[config.mk]
export PLATFORM = sky130hd
export DESIGN_NAME = fgen_sequencer_flat
export DESIGN_NICKNAME = d
export VERILOG_FILES = /design/src/rtl/fgen_pkg.sv /design/src/rtl/fgen_sequencer_if.sv /design/src/rtl/fgen_rate_div.sv /design/src/rtl/fgen_sequencer.sv /design/src/flat_wrapper.sv
export SDC_FILE = /design/constraint.sdc
export NUM_CORES = 1
export LEC_CHECK = 0
export BUFFER_PORTS_ARGS = -buffer_cell sky130_fd_sc_hd__buf_2
export CORE_ASPECT_RATIO = 0.6
export CORE_UTILIZATION = 59
export CTS_CLUSTER_SIZE = 20
export DETAILED_ROUTE_END_ITERATION = 6
export GPL_TIMING_DRIVEN = 0
export PLACE_DENSITY = 0.85
export SYNTH_ARGS = -nofsm -noshare
export SYNTH_HDL_FRONTEND = slang
export SYNTH_HIERARCHICAL = 1
export SYNTH_SLANG_ARGS = --single-unit
[constraint.sdc]
create_clock -name clk -period 4.1 [get_ports clk]
set_input_delay 0.82 -clock clk [delete_from_list [all_inputs] [get_ports clk]]
set_output_delay 0.82 -clock clk [all_outputs]
set_load 0.01 [all_outputs]
[src/rtl/fgen_pkg.sv]
// fgen_pkg: shared opcodes, FSM state encoding, status codes and command-word field positions
// for the function-generator sequencer.
package fgen_pkg;

  localparam int CMD_W    = 32;
  localparam int OPC_MSB  = 31;
  localparam int OPC_LSB  = 28;
  localparam int ADDR_LSB = 14;
  localparam int DATA_LSB = 0;
  localparam int ARG_LSB  = 0;

  localparam logic [3:0] OP_NOP      = 4'h0;
  localparam logic [3:0] OP_WRITE    = 4'h1;
  localparam logic [3:0] OP_RUN      = 4'h2;
  localparam logic [3:0] OP_STOP     = 4'h3;
  localparam logic [3:0] OP_SET_LEN  = 4'h4;
  localparam logic [3:0] OP_SET_DIV  = 4'h5;
  localparam logic [3:0] OP_RUN_ONCE = 4'h6;
  localparam logic [3:0] OP_CLR_ERR  = 4'h7;

  typedef enum logic [1:0] {
    ST_IDLE  = 2'd0,
    ST_WR    = 2'd1,
    ST_RUN   = 2'd2,
    ST_DRAIN = 2'd3
  } fgen_state_e;

  localparam logic [7:0] STAT_IDLE  = 8'd1;
  localparam logic [7:0] STAT_WRITE = 8'd2;
  localparam logic [7:0] STAT_RUN   = 8'd3;
  localparam logic [7:0] STAT_ERR   = 8'd4;

  // Draining still counts as playback from the host's point of view.
  function automatic logic [7:0] state_status(input fgen_state_e s);
    case (s)
      ST_WR:            return STAT_WRITE;
      ST_RUN, ST_DRAIN: return STAT_RUN;
      default:          return STAT_IDLE;
    endcase
  endfunction

endpackage

[src/rtl/fgen_sequencer_if.sv]
// fgen_sequencer_if: valid/ready command channel carrying 32-bit words from the SPI word assembler.
interface fgen_sequencer_if;
  logic        cmd_valid;
  logic        cmd_ready;
  logic [31:0] cmd_word;

  modport master (output cmd_valid, output cmd_word, input cmd_ready);
  modport slave  (input cmd_valid, input cmd_word, output cmd_ready);
endinterface

[src/rtl/fgen_rate_div.sv]
// fgen_rate_div: playback pacing counter; tick fires once every (divisor+1) enabled cycles.
// The divisor is re-sampled only at a tick or clear, so a new rate starts cleanly on the next interval.
module fgen_rate_div #(
  parameter int DIV_W = 16
) (
  input  logic             clk,
  input  logic             rst,
  input  logic             en,
  input  logic             clr,
  input  logic [DIV_W-1:0] div_val,
  output logic             tick
);

  logic [DIV_W-1:0] cnt_q, cnt_d;
  logic [DIV_W-1:0] div_act_q, div_act_d;

  assign tick = en && (cnt_q == div_act_q);

  always_comb begin
    cnt_d     = cnt_q;
    div_act_d = div_act_q;
    if (clr || tick) begin
      cnt_d     = '0;
      div_act_d = div_val;
    end else if (en) begin
      cnt_d = cnt_q + DIV_W'(1);
    end
  end

  always_ff @(posedge clk or posedge rst) begin
    if (rst) begin
      cnt_q     <= '0;
      div_act_q <= '0;
    end else begin
      cnt_q     <= cnt_d;
      div_act_q <= div_act_d;
    end
  end

endmodule

[src/rtl/fgen_sequencer.sv]
// fgen_sequencer: command decoder, sole owner of the sample-memory port and paced DAC playback engine.
// Build option FGEN_ONESHOT_EN enables opcode 0x6 RUN_ONCE (single pass over 0..len); otherwise 0x6 is illegal.
module fgen_sequencer
  import fgen_pkg::*;
#(
  parameter int ADDR_W = 8,
  parameter int DATA_W = 14,
  parameter int DIV_W  = 16
) (
  input  logic              clk,
  input  logic              rst,
  fgen_sequencer_if.slave   cmd,
  output logic              mem_we,
  output logic [ADDR_W-1:0] mem_addr,
  output logic [DATA_W-1:0] mem_wdata,
  input  logic [DATA_W-1:0] mem_rdata,
  output logic              dac_en,
  output logic [DATA_W-1:0] dac_data,
  output logic              dac_valid,
  output logic              running,
  output logic [7:0]        status,
  output logic              err
);

  fgen_state_e       state_q, state_d;
  logic              mem_we_q, mem_we_d;
  logic [ADDR_W-1:0] mem_addr_q, mem_addr_d;
  logic [DATA_W-1:0] mem_wdata_q, mem_wdata_d;
  logic [ADDR_W-1:0] len_q, len_d;
  logic [DIV_W-1:0]  div_q, div_d;
  logic              err_q, err_d;
  logic              rd_pend_q, rd_pend_d;
  logic [DATA_W-1:0] dac_data_q, dac_data_d;
  logic              dac_valid_q, dac_valid_d;
  logic              dac_en_q, dac_en_d;
  logic              cmd_ready_q, cmd_ready_d;
  logic              running_q, running_d;
  logic [7:0]        status_q, status_d;
`ifdef FGEN_ONESHOT_EN
  logic              oneshot_q, oneshot_d;
`endif

  logic              accept;
  logic [3:0]        opcode;
  logic [ADDR_W-1:0] cmd_addr;
  logic [DATA_W-1:0] cmd_data;
  logic              tick;
  logic              div_clr;
  logic              halt_play;
  logic              unused_cmd_bits;

  assign accept          = cmd.cmd_valid && cmd_ready_q;
  assign opcode          = cmd.cmd_word[OPC_MSB:OPC_LSB];
  assign cmd_addr        = cmd.cmd_word[ADDR_LSB +: ADDR_W];
  assign cmd_data        = cmd.cmd_word[DATA_LSB +: DATA_W];
  assign unused_cmd_bits = ^cmd.cmd_word;

  fgen_rate_div #(.DIV_W(DIV_W)) u_rate_div (
    .clk     (clk),
    .rst     (rst),
    .en      (state_q == ST_RUN),
    .clr     (div_clr),
    .div_val (div_q),
    .tick    (tick)
  );

  // Restart/stop commands pre-empt a coinciding tick so no stray read is left in flight.
  always_comb begin
    state_d     = state_q;
    mem_we_d    = 1'b0;
    mem_addr_d  = mem_addr_q;
    mem_wdata_d = mem_wdata_q;
    len_d       = len_q;
    div_d       = div_q;
    err_d       = err_q;
    rd_pend_d   = 1'b0;
    dac_data_d  = dac_data_q;
    dac_valid_d = rd_pend_q;
    dac_en_d    = dac_en_q;
    div_clr     = 1'b0;
    halt_play   = 1'b0;
`ifdef FGEN_ONESHOT_EN
    oneshot_d   = oneshot_q;
`endif

    if (accept) begin
      case (opcode)
        OP_NOP: ;
        OP_WRITE: begin
          if (state_q == ST_IDLE) begin
            state_d     = ST_WR;
            mem_we_d    = 1'b1;
            mem_addr_d  = cmd_addr;
            mem_wdata_d = cmd_data;
          end else begin
            err_d = 1'b1;
          end
        end
        OP_RUN: begin
          state_d    = ST_RUN;
          mem_addr_d = '0;
          div_clr    = 1'b1;
          halt_play  = 1'b1;
`ifdef FGEN_ONESHOT_EN
          oneshot_d  = 1'b0;
`endif
        end
        OP_STOP: begin
          halt_play = 1'b1;
          if (state_q == ST_RUN) state_d = ST_DRAIN;
        end
        OP_SET_LEN: len_d = cmd.cmd_word[ARG_LSB +: ADDR_W];
        OP_SET_DIV: div_d = cmd.cmd_word[ARG_LSB +: DIV_W];
        OP_CLR_ERR: err_d = 1'b0;
`ifdef FGEN_ONESHOT_EN
        OP_RUN_ONCE: begin
          state_d    = ST_RUN;
          mem_addr_d = '0;
          div_clr    = 1'b1;
          halt_play  = 1'b1;
          oneshot_d  = 1'b1;
        end
`endif
        default: err_d = 1'b1;
      endcase
    end

    if ((state_q == ST_WR) && !mem_we_q) state_d = ST_IDLE;
    if (state_q == ST_WR) state_d = ST_IDLE;

    // Wrap uses >= so a length shrunk below the current address still returns to 0 at the next tick.
    if ((state_q == ST_RUN) && tick && !halt_play) begin
      rd_pend_d  = 1'b1;
      mem_addr_d = (mem_addr_q >= len_q) ? '0 : mem_addr_q + ADDR_W'(1);
`ifdef FGEN_ONESHOT_EN
      if (oneshot_q && (mem_addr_q >= len_q)) state_d = ST_DRAIN;
`endif
    end

    if (rd_pend_q) begin
      dac_data_d = mem_rdata;
      dac_en_d   = 1'b1;
    end

    if ((state_q == ST_DRAIN) && !rd_pend_q && !halt_play) begin
      state_d    = ST_IDLE;
      mem_addr_d = '0;
      dac_en_d   = 1'b0;
    end

    cmd_ready_d = (state_d != ST_WR);
    running_d   = (state_d == ST_RUN);
    status_d    = err_d ? STAT_ERR : state_status(state_d);
  end

  always_ff @(posedge clk or posedge rst) begin
    if (rst) begin
      state_q     <= ST_IDLE;
      mem_we_q    <= 1'b0;
      mem_addr_q  <= '0;
      mem_wdata_q <= '0;
      len_q       <= '1;
      div_q       <= '0;
      err_q       <= 1'b0;
      rd_pend_q   <= 1'b0;
      dac_data_q  <= '0;
      dac_valid_q <= 1'b0;
      dac_en_q    <= 1'b0;
      cmd_ready_q <= 1'b0;
      running_q   <= 1'b0;
      status_q    <= STAT_IDLE;
`ifdef FGEN_ONESHOT_EN
      oneshot_q   <= 1'b0;
`endif
    end else begin
      state_q     <= state_d;
      mem_we_q    <= mem_we_d;
      mem_addr_q  <= mem_addr_d;
      mem_wdata_q <= mem_wdata_d;
      len_q       <= len_d;
      div_q       <= div_d;
      err_q       <= err_d;
      rd_pend_q   <= rd_pend_d;
      dac_data_q  <= dac_data_d;
      dac_valid_q <= dac_valid_d;
      dac_en_q    <= dac_en_d;
      cmd_ready_q <= cmd_ready_d;
      running_q   <= running_d;
      status_q    <= status_d;
`ifdef FGEN_ONESHOT_EN
      oneshot_q   <= oneshot_d;
`endif
    end
  end

  assign cmd.cmd_ready = cmd_ready_q;
  assign mem_we        = mem_we_q;
  assign mem_addr      = mem_addr_q;
  assign mem_wdata     = mem_wdata_q;
  assign dac_en        = dac_en_q;
  assign dac_data      = dac_data_q;
  assign dac_valid     = dac_valid_q;
  assign running       = running_q;
  assign status        = status_q;
  assign err           = err_q;

endmodule

[src/flat_wrapper.sv]
// flat-port wrapper written by rule: the top's interface ports become plain ports
module fgen_sequencer_flat import fgen_pkg::*;
#(
  parameter int ADDR_W = 8,
  parameter int DATA_W = 14,
  parameter int DIV_W  = 16
)
  (clk, rst, mem_we, mem_addr, mem_wdata, mem_rdata, dac_en, dac_data, dac_valid, running, status, err, cmd_cmd_valid, cmd_cmd_word, cmd_cmd_ready);
  fgen_sequencer_if cmd_i ();
  input  logic clk;
  input  logic rst;
  output logic mem_we;
  output logic [ADDR_W-1:0] mem_addr;
  output logic [DATA_W-1:0] mem_wdata;
  input  logic [DATA_W-1:0] mem_rdata;
  output logic dac_en;
  output logic [DATA_W-1:0] dac_data;
  output logic dac_valid;
  output logic running;
  output logic [7:0] status;
  output logic err;
  input wire logic [$bits(cmd_i.cmd_valid)-1:0] cmd_cmd_valid;
  input wire logic [$bits(cmd_i.cmd_word)-1:0] cmd_cmd_word;
  output wire logic [$bits(cmd_i.cmd_ready)-1:0] cmd_cmd_ready;
  assign cmd_i.cmd_valid = cmd_cmd_valid;
  assign cmd_i.cmd_word = cmd_cmd_word;
  assign cmd_cmd_ready = cmd_i.cmd_ready;
  fgen_sequencer #(.ADDR_W(ADDR_W), .DATA_W(DATA_W), .DIV_W(DIV_W)) u_core (.clk(clk), .rst(rst), .cmd(cmd_i), .mem_we(mem_we), .mem_addr(mem_addr), .mem_wdata(mem_wdata), .mem_rdata(mem_rdata), .dac_en(dac_en), .dac_data(dac_data), .dac_valid(dac_valid), .running(running), .status(status), .err(err));
endmodule
### Word level (Yosys, flattened, before mapping)

Index checks and enable logic that the tools add are counted.

* order comparisons: 1
* reduce and logical (&&, ||, !) cells: 24
* add/sub/neg operators: 2
* equality and inequality tests: 15
* mux-type cells: 30

Operators by type and width (count)
* $mux W8: 5
* $mux W16: 2
* $add A16 B1 Y16 const B: 1
* $eq A16 B16 Y1: 1
* $pmux W8 S2: 1
* $eq A4 B3 Y1 const B: 3
* $mux W1: 12
* $mux W2: 6
* $add A8 B1 Y8 const B: 1
* $eq A2 B2 Y1 const B: 4
* $eq A4 B2 Y1 const B: 2
* $ge A8 B8 Y1: 1
* $logic_and A1 B1 Y1: 7
* $pmux W2 S3: 1
* $reduce_and A3 Y1: 2
* $reduce_or A5 Y1: 1
* $eq A2 B1 Y1 const B: 2
* $eq A4 B1 Y1 const B: 1
* $logic_not A4 Y1: 1
* $ne A4 B1 Y1 const B: 1
* $pmux W2 S2: 1
* $reduce_and A2 Y1: 2
* $reduce_bool A2 Y1: 2
* $reduce_bool A4 Y1: 1
* other kinds (8): 11

* flip-flop bits (word level): 109
* input bits: 49
* word-level logic and storage cells: 88

### Depth between registers and ports, before layout

Gate-level depths: netlist of run 1.

* depth after elaboration: 11
* depth in mapped cells: 9

### By module

Netlist of run 1, hierarchy kept.

By module, submodules not included
* fgen_sequencer: area an instance 3244.4 um2, instances 1, cells each 282
* fgen_rate_div: area an instance 1559.0 um2, instances 1, cells each 135

### Worst setup path before layout of run 1

No wires, ideal clock.

* path type: register -> register
* from: reg u_core.u_rate_div.cnt_q[1]
* to: reg u_core.mem_addr_q[2] (netlist: u_core/mem_addr[2])
* arrival time: 2.176 ns
* path slack: 1.802 ns
* setup time: 0.122 ns
* cell stages (with the launch flop): 10
* cell sequence: dfrtp_1 > xor2_1 > nor4_1 > nand2_1 > nor4_1 > and3b_1 > a21oi_1 > o22a_1 > a21o_1 > a32o_1

* longest elaborated chain between the ends: 6

RTL lines
* start, declared: RTL line fgen_rate_div.sv:14 `logic [DIV_W-1:0] cnt_q, cnt_d;`
* start signal, assigned: RTL line fgen_rate_div.sv:35 `cnt_q <= cnt_d;`
* $eq A16 B16 Y1 *: RTL line fgen_rate_div.sv:17 `assign tick = en && (cnt_q == div_act_q);`
* $logic_and A1 B1 Y1 *: RTL line fgen_rate_div.sv:17
* net u_core.tick: RTL line fgen_sequencer.sv:47 `logic tick;`
* $logic_and A1 B1 Y1 * (2 in a row): RTL line fgen_sequencer.sv:132 `if ((state_q == ST_RUN) && tick && !halt_play) begin`
* $ne A4 B1 Y1 (no line), or another cell as far along
* $reduce_and A3 Y1 (no line) / $mux W8 (equally long branches)
* end signal, assigned: RTL line fgen_sequencer.sv:178 `mem_addr_q <= mem_addr_d;`
* end, declared: RTL line fgen_sequencer.sv:27 `logic [ADDR_W-1:0] mem_addr_q, mem_addr_d;`

The timed path passes the listed nets; every way through them passes the cells marked *.
A chain may end at the register's enable or synchronous reset.

### Worst setup path in the final report of run 1

* from: reg u_core.u_rate_div.cnt_q[13]
* to: reg u_core.mem_addr_q[2] (netlist: u_core/mem_addr[2])

The elaborated chain is that of the path after synthesis.

==> results of run 1 <==
[cells in the mapped netlist, drive strengths merged, types with 2 or more instances]
cell type / count / area, µm²
nand4: 4 / 25.02
nand2: 59 / 221.5
mux2i: 2 / 20.02
xor2: 17 / 148.9
nor4: 5 / 31.28
o31ai: 2 / 28.78
buf: 17 / 122.6
a221o: 2 / 20.02
dfstp: 9 / 236.5
a21oi: 4 / 20.02
dfrtp: 94 / 2352
nor2b: 3 / 18.77
nor2: 35 / 131.4
a21o: 5 / 37.54
xnor2: 15 / 131.4
nor3: 2 / 10.01
or2: 4 / 25.03
mux2: 54 / 638.1
nand3: 11 / 60.06
a22oi: 5 / 37.54
inv: 22 / 82.58
nor4b: 2 / 38.78
o21ai: 12 / 60.05
ha: 10 / 125.1
a31oi: 2 / 12.51
and3: 2 / 12.51
[kinds of logic after synthesis]
logic type	count (synthesis)
AND/OR/NAND/NOR	134
flip-flops	103
multiplexers	56
AO/OA/AOI/OAI	41
buffers and inverters	40
XOR/XNOR	32
adder cells (fa/ha/maj)	10
other	1
[per-layer routing]
metal  wire [µm]  up-vias  share of wire, %
li1            -     1614                 -
met2        5010      174                45
met1        5104     1712                46
met5           0        -                 0
met3         952       15               8.5
met4         143        0               1.3
[through the flow]
stage | utilization (%) | std cells | worst slack [ns] | hold WS, ns | instance area (µm²)
2_1_floorplan | - | 421 | 1.498 | 0.3519 | 4818
3_3_place_gp | 68.37 | 616 | 0.7197 | 0.3574 | 5389
3_5_place_dp | 68.40 | 616 | 1.225 | 0.3615 | 5391
4_1_cts | 72.35 | 632 | 1.176 | 0.3708 | 5703
5_1_grt | 72.60 | 633 | 1.067 | 0.3959 | 5723
6_report | 72.60 | 633 | 1.132 | 0.3667 | 5723
[registers in the layout, indices dropped and copies added, names as in the netlist]
name,cells
u_core/running,1
u_core/dac_valid_d,1
u_core/len_q,8
u_core/mem_addr,8
u_core/err,1
u_core/status,2
u_core/cmd.cmd_ready,1
u_core/dac_data,14
u_core/mem_we,1
u_core/mem_wdata,14
u_core/u_rate_div/cnt_q,16
u_core/dac_valid,1
u_core/state_q,2
u_core/u_rate_div/div_act_q,16
u_core/div_q,16
u_core/dac_en,1
[area by class of cell]
type / instances / area [µm²] / area share, %
inverter: 22 / 85.08 / 1.487
buffer: 18 / 126.4 / 2.208
clock buffer: 14 / 274.0 / 4.788
multi-input combinational: 278 / 2021 / 35.31
tap: 108 / 135.1 / 2.361
timing repair buffer: 88 / 455.4 / 7.958
clock inverter: 2 / 37.54 / 0.6559
sequential: 103 / 2589 / 45.23
[critical path, delay by kind of cell, from the launching register on]
family | cells | cell delay [ns]
simple gates | 4 | 1.46
compound gates | 4 | 0.81
flops | 1 | 0.42
xor+xnor | 1 | 0.18
[path summary, 6_finish.rpt]
| path | startpoint | to | slack (ns) |
|---|---|---|---|
| worst max-delay path | u_core/u_rate_div/cnt_q[13] | u_core/mem_addr[2] | 1.13 |
| worst min-delay path | u_core/dac_valid_d | u_core/dac_valid | 0.37 |
| worst max register to register | u_core/u_rate_div/cnt_q[13] | u_core/mem_addr[2] | 1.13 |
| worst min register to register | u_core/dac_valid_d | u_core/dac_valid | 0.37 |
| max in group asynchronous | rst | u_core/div_q[8] | 2.88 |
| min in group asynchronous | rst | u_core/u_rate_div/cnt_q[2] | 0.39 |
[power breakdown]
part | switching [mW] | total [mW] | internal, mW
logic | 0.544 | 1.07 | 0.526
registers | 0.274 | 1.64 | 1.36
clock network | 0.362 | 0.885 | 0.524
total | 1.18 | 3.59 | 2.41
==> results.md, run 1 <==
* Grt peak-use layer: met2
* Post_cts resized at 0
* ANT nets after route at 0
* Clk slew on worst S/H paths at 0.07 ns
* CTS tree: yes
* Chip width at 118.5 µm
* Max_slew headroom at 42.41%
* Die H at 71.89 µm
* Worst IR Drop VDD at 290.0 µV
* Largest family of logic cells by synthesized area: multiplexers
* Tcrit/Tclk final at 72.39%
* Placer Congestion at 0.8929
* # IOs at 99
* Nets at 579
* Critical Path AT at 3.21 ns
* DRC violations left at 0
* CP Max Fanout at 8
* Hold_buf cts at 0
* Global-route wire length before repair at 17.90 mm
* Full die area at 0.008518 mm²
* Final WL at 11.21 mm
* Most used cell along the critical path: nor4_1
* Worst-margin pin slew at 0.8638 ns
* Ys Warns at 6
* Core Box Area at 0.007883 mm²
* DR iter-0 viols at 269
* Synth cell types at 55
* Required time worst endpoint at 4.34 ns
* Hold depth at 0
* Async set or reset register ratio after synthesis at 100.0%
* GRT Residual Overflow at 0
* Synth Flop Type: dfrtp_1
* M3 GR Usage at 6.918%
* Cell Chain, Critical Path: xor2_1 > nor4_1 > nand2_1 > nor4_1 > and3b_1 > a21oi_1 > o22a_1 > a21o_1 > a32o_1
* Worst Hold Class: reg2reg
* Layout cell share with drive strength beyond 1 at 34.48%
* DR vias/cell at 5.553
* Post-Syn Area per Cell at 11.52 µm²
* Post-synthesis mux area share at 13.70%
* Synth Area in Simple Gates at 13.10%
* Core Rows at 25
* PortBufs at 87
* Most common cell after layout, fill and taps aside: dfrtp_1
* CTS Sinks at 103
* Kind of critical path: reg2reg
* Yosys reg bits at 103
* M1 GR Usage at 40.04%
* Clock Path Buffers at 2
* Drt wl/cell at 17.71 µm
* DRT Pass-1 Iters at 4
* Vias in the first global route at 3470
* Layout area overhead at 19.15%
* CTS Root Cell: clkbuf_16
* Vias at 3515
* Xor/xnor share of the synthesized area at 5.835%
* Syn Inst Count at 417
* Initial antenna violation count at 0
* Worst Reg-to-Reg Cells at 9
* Number of fill cells in the layout at 539
* Postcts setup bufs at 0
* Clk_lat worst skew at 0.36 ns
* Setup_tns at 0 ns
* Final setup viols at 0
* Number of synthesized flops with an enable pin at 0
* Achievable Freq at 336.9 MHz
* Max-cap violation count at 0
* Tot Pwr at 3.593 mW
* Most frequent cells in the layout: 94 x dfrtp_1, 92 x buf_2, 59 x nand2_1
* Post-layout min period at 2.968 ns
* Crit path capture type: flop
* PD cells at 627.9 mW/mm²
* Sequential fraction of the synthesis area at 53.89%
* Slowest CP cell: nor4_1
* Met2 usage at 44.51%
* Final setup skew at 0.009844 ns
* Largest net degree at the start of global routing at 72
* CTS H-Tree Depth at 3
* Initial Util at 60.94%
* Post-synthesis compound-gate area fraction at 6.434%
* Crit-path max cell delay at 0.60 ns
* RSZ-0062 raised after global routing: false
* Final HPWL DP at 8.166 mm
* Pins Over Slew Limit at 0
* Type of origin of the critical path: flop
* Final Hold Viols at 0
* Adder-cell area share of the yosys netlist at 2.605%
* # diodes at 0
* LEAKAGE at 2.863 nW
* CTS Buf Count at 9
* Synthesized area at 0.004803 mm²
* Total GRT Usage at 28.44%
* Status: complete, no violations
Power figures use the tool's default switching activity.
==> run 2, diff against run 1 <==
--- a/config.mk
+++ b/config.mk
@@ -7,11 +7,11 @@
 export LEC_CHECK = 0
 export BUFFER_PORTS_ARGS = -buffer_cell sky130_fd_sc_hd__buf_2
 export CORE_ASPECT_RATIO = 0.6
-export CORE_UTILIZATION = 59
+export CORE_UTILIZATION = 49
 export CTS_CLUSTER_SIZE = 20
 export DETAILED_ROUTE_END_ITERATION = 6
 export GPL_TIMING_DRIVEN = 0
-export PLACE_DENSITY = 0.85
+export PLACE_DENSITY = 0.75
 export SYNTH_ARGS = -nofsm -noshare
 export SYNTH_HDL_FRONTEND = slang
 export SYNTH_HIERARCHICAL = 1
==> constraint.sdc (replaced) <==
create_clock -name clk -period 2.46 [get_ports clk]
set_input_delay 0.492 -clock clk [delete_from_list [all_inputs] [get_ports clk]]
set_output_delay 0.492 -clock clk [all_outputs]
set_load 0.01 [all_outputs]
==> run 2 against run 1 <==
Compared with the run above:
- the flow now finishes with violations (negative setup slack)
- power increased by 66%
- register-to-register slack got worse by 1.1 ns
- fmax increased by 20%
- non-clock buffer count increased by 10
- design area increased by 2.3%
- flip-flop and latch count unchanged
- setup slack got worse by 1.1 ns
- largest power group unchanged
- utilization decreased by 10 points
- via count increased by 2.4%
- count of clock-buffer cells in the layout decreased by 1
==> results.md, run 2 (synthesis gave the netlist of run 1 again) <==
* Status: finished, violations left
* Failing checks: negative setup slack
* CTS Sinks at 103 (unchanged)
* Register-to-register setup slack at -0.02 ns (-1.15 ns)
* # diodes at 0 (unchanged)
* CTS H-Tree Depth at 3 (unchanged)
* CTS Root Cell: clkbuf_16
* Type of origin of the critical path: flop
* DR iter-0 viols at 240 (-11%)
* Worst IR Drop VDD at 528.8 µV (+82%)
* Clk slew on worst S/H paths at 0.07 ns (about the same)
* Chip width at 129.8 µm (+9.6%)
* Fin cells at 665 (+5.1%)
* Placed Cells at 638 (+3.6%)
* Placer Congestion at 0.8718 (-2.4%)
* GRT Residual Overflow at 0 (unchanged)
* Most common cell after layout, fill and taps aside: buf_2
* Largest net degree at the start of global routing at 72 (unchanged)
* Max-cap violation count at 0 (unchanged)
* Initial antenna violation count at 0 (unchanged)
* Vias in the first global route at 3488 (+0.52%)
* Final HPWL DP at 8.347 mm (+2.2%)
* Util after Layout at 62.56% (-10 points)
* Hold_buf cts at 0 (unchanged)
* DR vias/cell at 5.411 (-2.6%)
* Initial Util at 51.33% (-9.6 points)
* Top Registers: u_core/div_q x16, u_core/u_rate_div/cnt_q x16, u_core/u_rate_div/div_act_q x16
* Final setup skew at 0.004386 ns (-0.005458 ns)
* CTS Buf Count at 9 (unchanged)
* DRC violations left at 0 (unchanged)
* Total GRT Usage at 23.65% (-4.8 points)
* Worst Hold Class: in2async
* Global-route wire length before repair at 18.07 mm (+0.97%)
* RSZ-0062 raised after global routing: true
* DRT Pass-1 Iters at 4 (unchanged)
* Required time worst endpoint at 2.69 ns (-1.65 ns)
* LEAKAGE at 2.904 nW (+1.4%)
* Max_slew headroom at 41.27% (-1.1 points)
* Drt wl/cell at 17.10 µm (-3.4%)
* Setup WS post-layout at -0.01626 ns (-1.148 ns)
* Pins Over Slew Limit at 0 (unchanged)
* Final WL at 11.37 mm (+1.4%)
* PortBufs at 87 (unchanged)
* Reg2reg start: u_core/u_rate_div/div_act_q[13]
* PD cells at 1020 mW/mm² (+63%)
* Kind of critical path: reg2reg
* Post-layout min period at 2.476 ns (-0.4916 ns)
* Core Box Area at 0.009358 mm² (+19%)
* Worst-margin pin slew at 0.8809 ns (+0.01708 ns)
* Placed inst area at 0.005419 mm² (+0.51%)
* Clk_lat worst skew at 0.34 ns (-0.02 ns)
* Layout cell share with drive strength beyond 1 at 38.13% (+3.7 points)
* Min Hold Slack at 0.08642 ns (-0.2803 ns)
* Core Rows at 27 (+8.0%)
* Critical Path AT at 2.70 ns (-0.51 ns)
* Most frequent cells in the layout: 92 x buf_2, 90 x dfrtp_1, 59 x nand2_1
* Crit path capture type: flop
* Layout area overhead at 21.88%
* Vias at 3598 (+2.4%)
* Design area at 0.005854 mm² (+2.3%)
* # IOs at 99 (unchanged)
* Pre-CTS setup slack at -0.4675 ns (-1.692 ns)
* Die H at 78.69 µm (+9.5%)
* ANT nets after route at 0 (unchanged)
* Tcrit/Tclk final at 100.7% (+28 points)
* Final setup viols at 1 (+1)
* Worst Reg-to-Reg Cells at 9 (unchanged)
* Clock Path Buffers at 2 (unchanged)
* Nets at 589 (+1.7%)
* CTS tree: yes
* Achievable Freq at 403.8 MHz (+20%)
* Reg-to-reg critical path endpoint: u_core/mem_addr[2]
* Full die area at 0.01022 mm² (+20%)
* Final Hold Viols at 0 (unchanged)
* CP Max Fanout at 8 (unchanged)
run 2: cell types whose count changed in the layout (fill, tap and decap cells not counted), moves of 2 or more:
cell      previous run  this run
dfrtp_1             94        90
nor4_1               5         2
clkinv_2             0         2
buf_4                8        18
nor4_2               0         2
dfrtp_2              0         4
run 2: how the worst max path moves through the flow:
stage                    endpoint                             from  slack [ns]  cells after the start
2_1_floorplan  u_core/mem_addr[2]       u_core/u_rate_div/cnt_q[1]        0.16                      9
3_3_place_gp   u_core/dac_data[2]                              rst       -0.63                      2
3_5_place_dp   u_core/mem_addr[2]      u_core/u_rate_div/cnt_q[13]       -0.47                      9
4_1_cts        u_core/mem_addr[2]   u_core/u_rate_div/div_act_q[0]      0.0002                      9
5_1_grt        u_core/mem_addr[2]  u_core/u_rate_div/div_act_q[13]       -0.09                      9
6_report       u_core/mem_addr[2]  u_core/u_rate_div/div_act_q[13]       -0.02                      9
run 2: layout make-up:
| type | instances | area (µm²) |
|---|---|---|
| Fill cell | 756 | 3503 |
| Sequential cell | 103 | 2594 |
| Multi-Input combinational cell | 278 | 2078 |
| Timing Repair Buffer | 98 | 530.5 |
| Clock buffer | 13 | 260.3 |
| Tap cell | 130 | 162.7 |
| Buffer | 18 | 126.4 |
| Inverter | 22 | 85.08 |
| Clock inverter | 3 | 17.52 |
run 2: power breakdown:
part | internal (mW) | switching, mW | total (mW) | leakage, nW
registers | 2.28 | 0.449 | 2.73 | 1.28
logic | 0.945 | 0.975 | 1.92 | 1.49
clock network | 0.739 | 0.588 | 1.33 | 0.136
total | 3.96 | 2.01 | 5.97 | 2.90
run 2: layer usage:
metal	share of wire (%)	vias to the layer above	track usage (%)
met5	0	-	0
li1	-	1641	-
met2	44	138	34.55
met3	6.6	8	5.458
met1	49	1811	35.72
met4	0.62	0	4.884
run 2: critical path: stages (launching register included):
cell	delay [ns]
dfrtp_1	0.40
xor2_1	0.18
nor4_2	0.34
nand2_1	0.17
nor4_4	0.33
and3b_2	0.28
a21oi_2	0.05
o22a_4	0.25
a21o_1	0.17
a32o_1	0.19
run 2: timing repair:
| action | CTS | global route |
|---|---|---|
| setup endpoints to repair | 8 | 22 |
| resized for setup | 11 | 4 |
| pin swaps | 5 | 5 |
| setup buffers | 3 | 7 |
| hold endpoints to repair | 0 | 0 |
run 2: metrics by stage:
| step | setup TNS [ns] | total power [mW] |
|---|---|---|
| after floorplan | 0 | 3.798 |
| after global placement | -40.89 | 4.374 |
| after detailed placement | -2.978 | 4.502 |
| after CTS | 0 | 5.928 |
| after global routing | -0.1604 | 6.343 |
| final | -0.01626 | 5.974 |
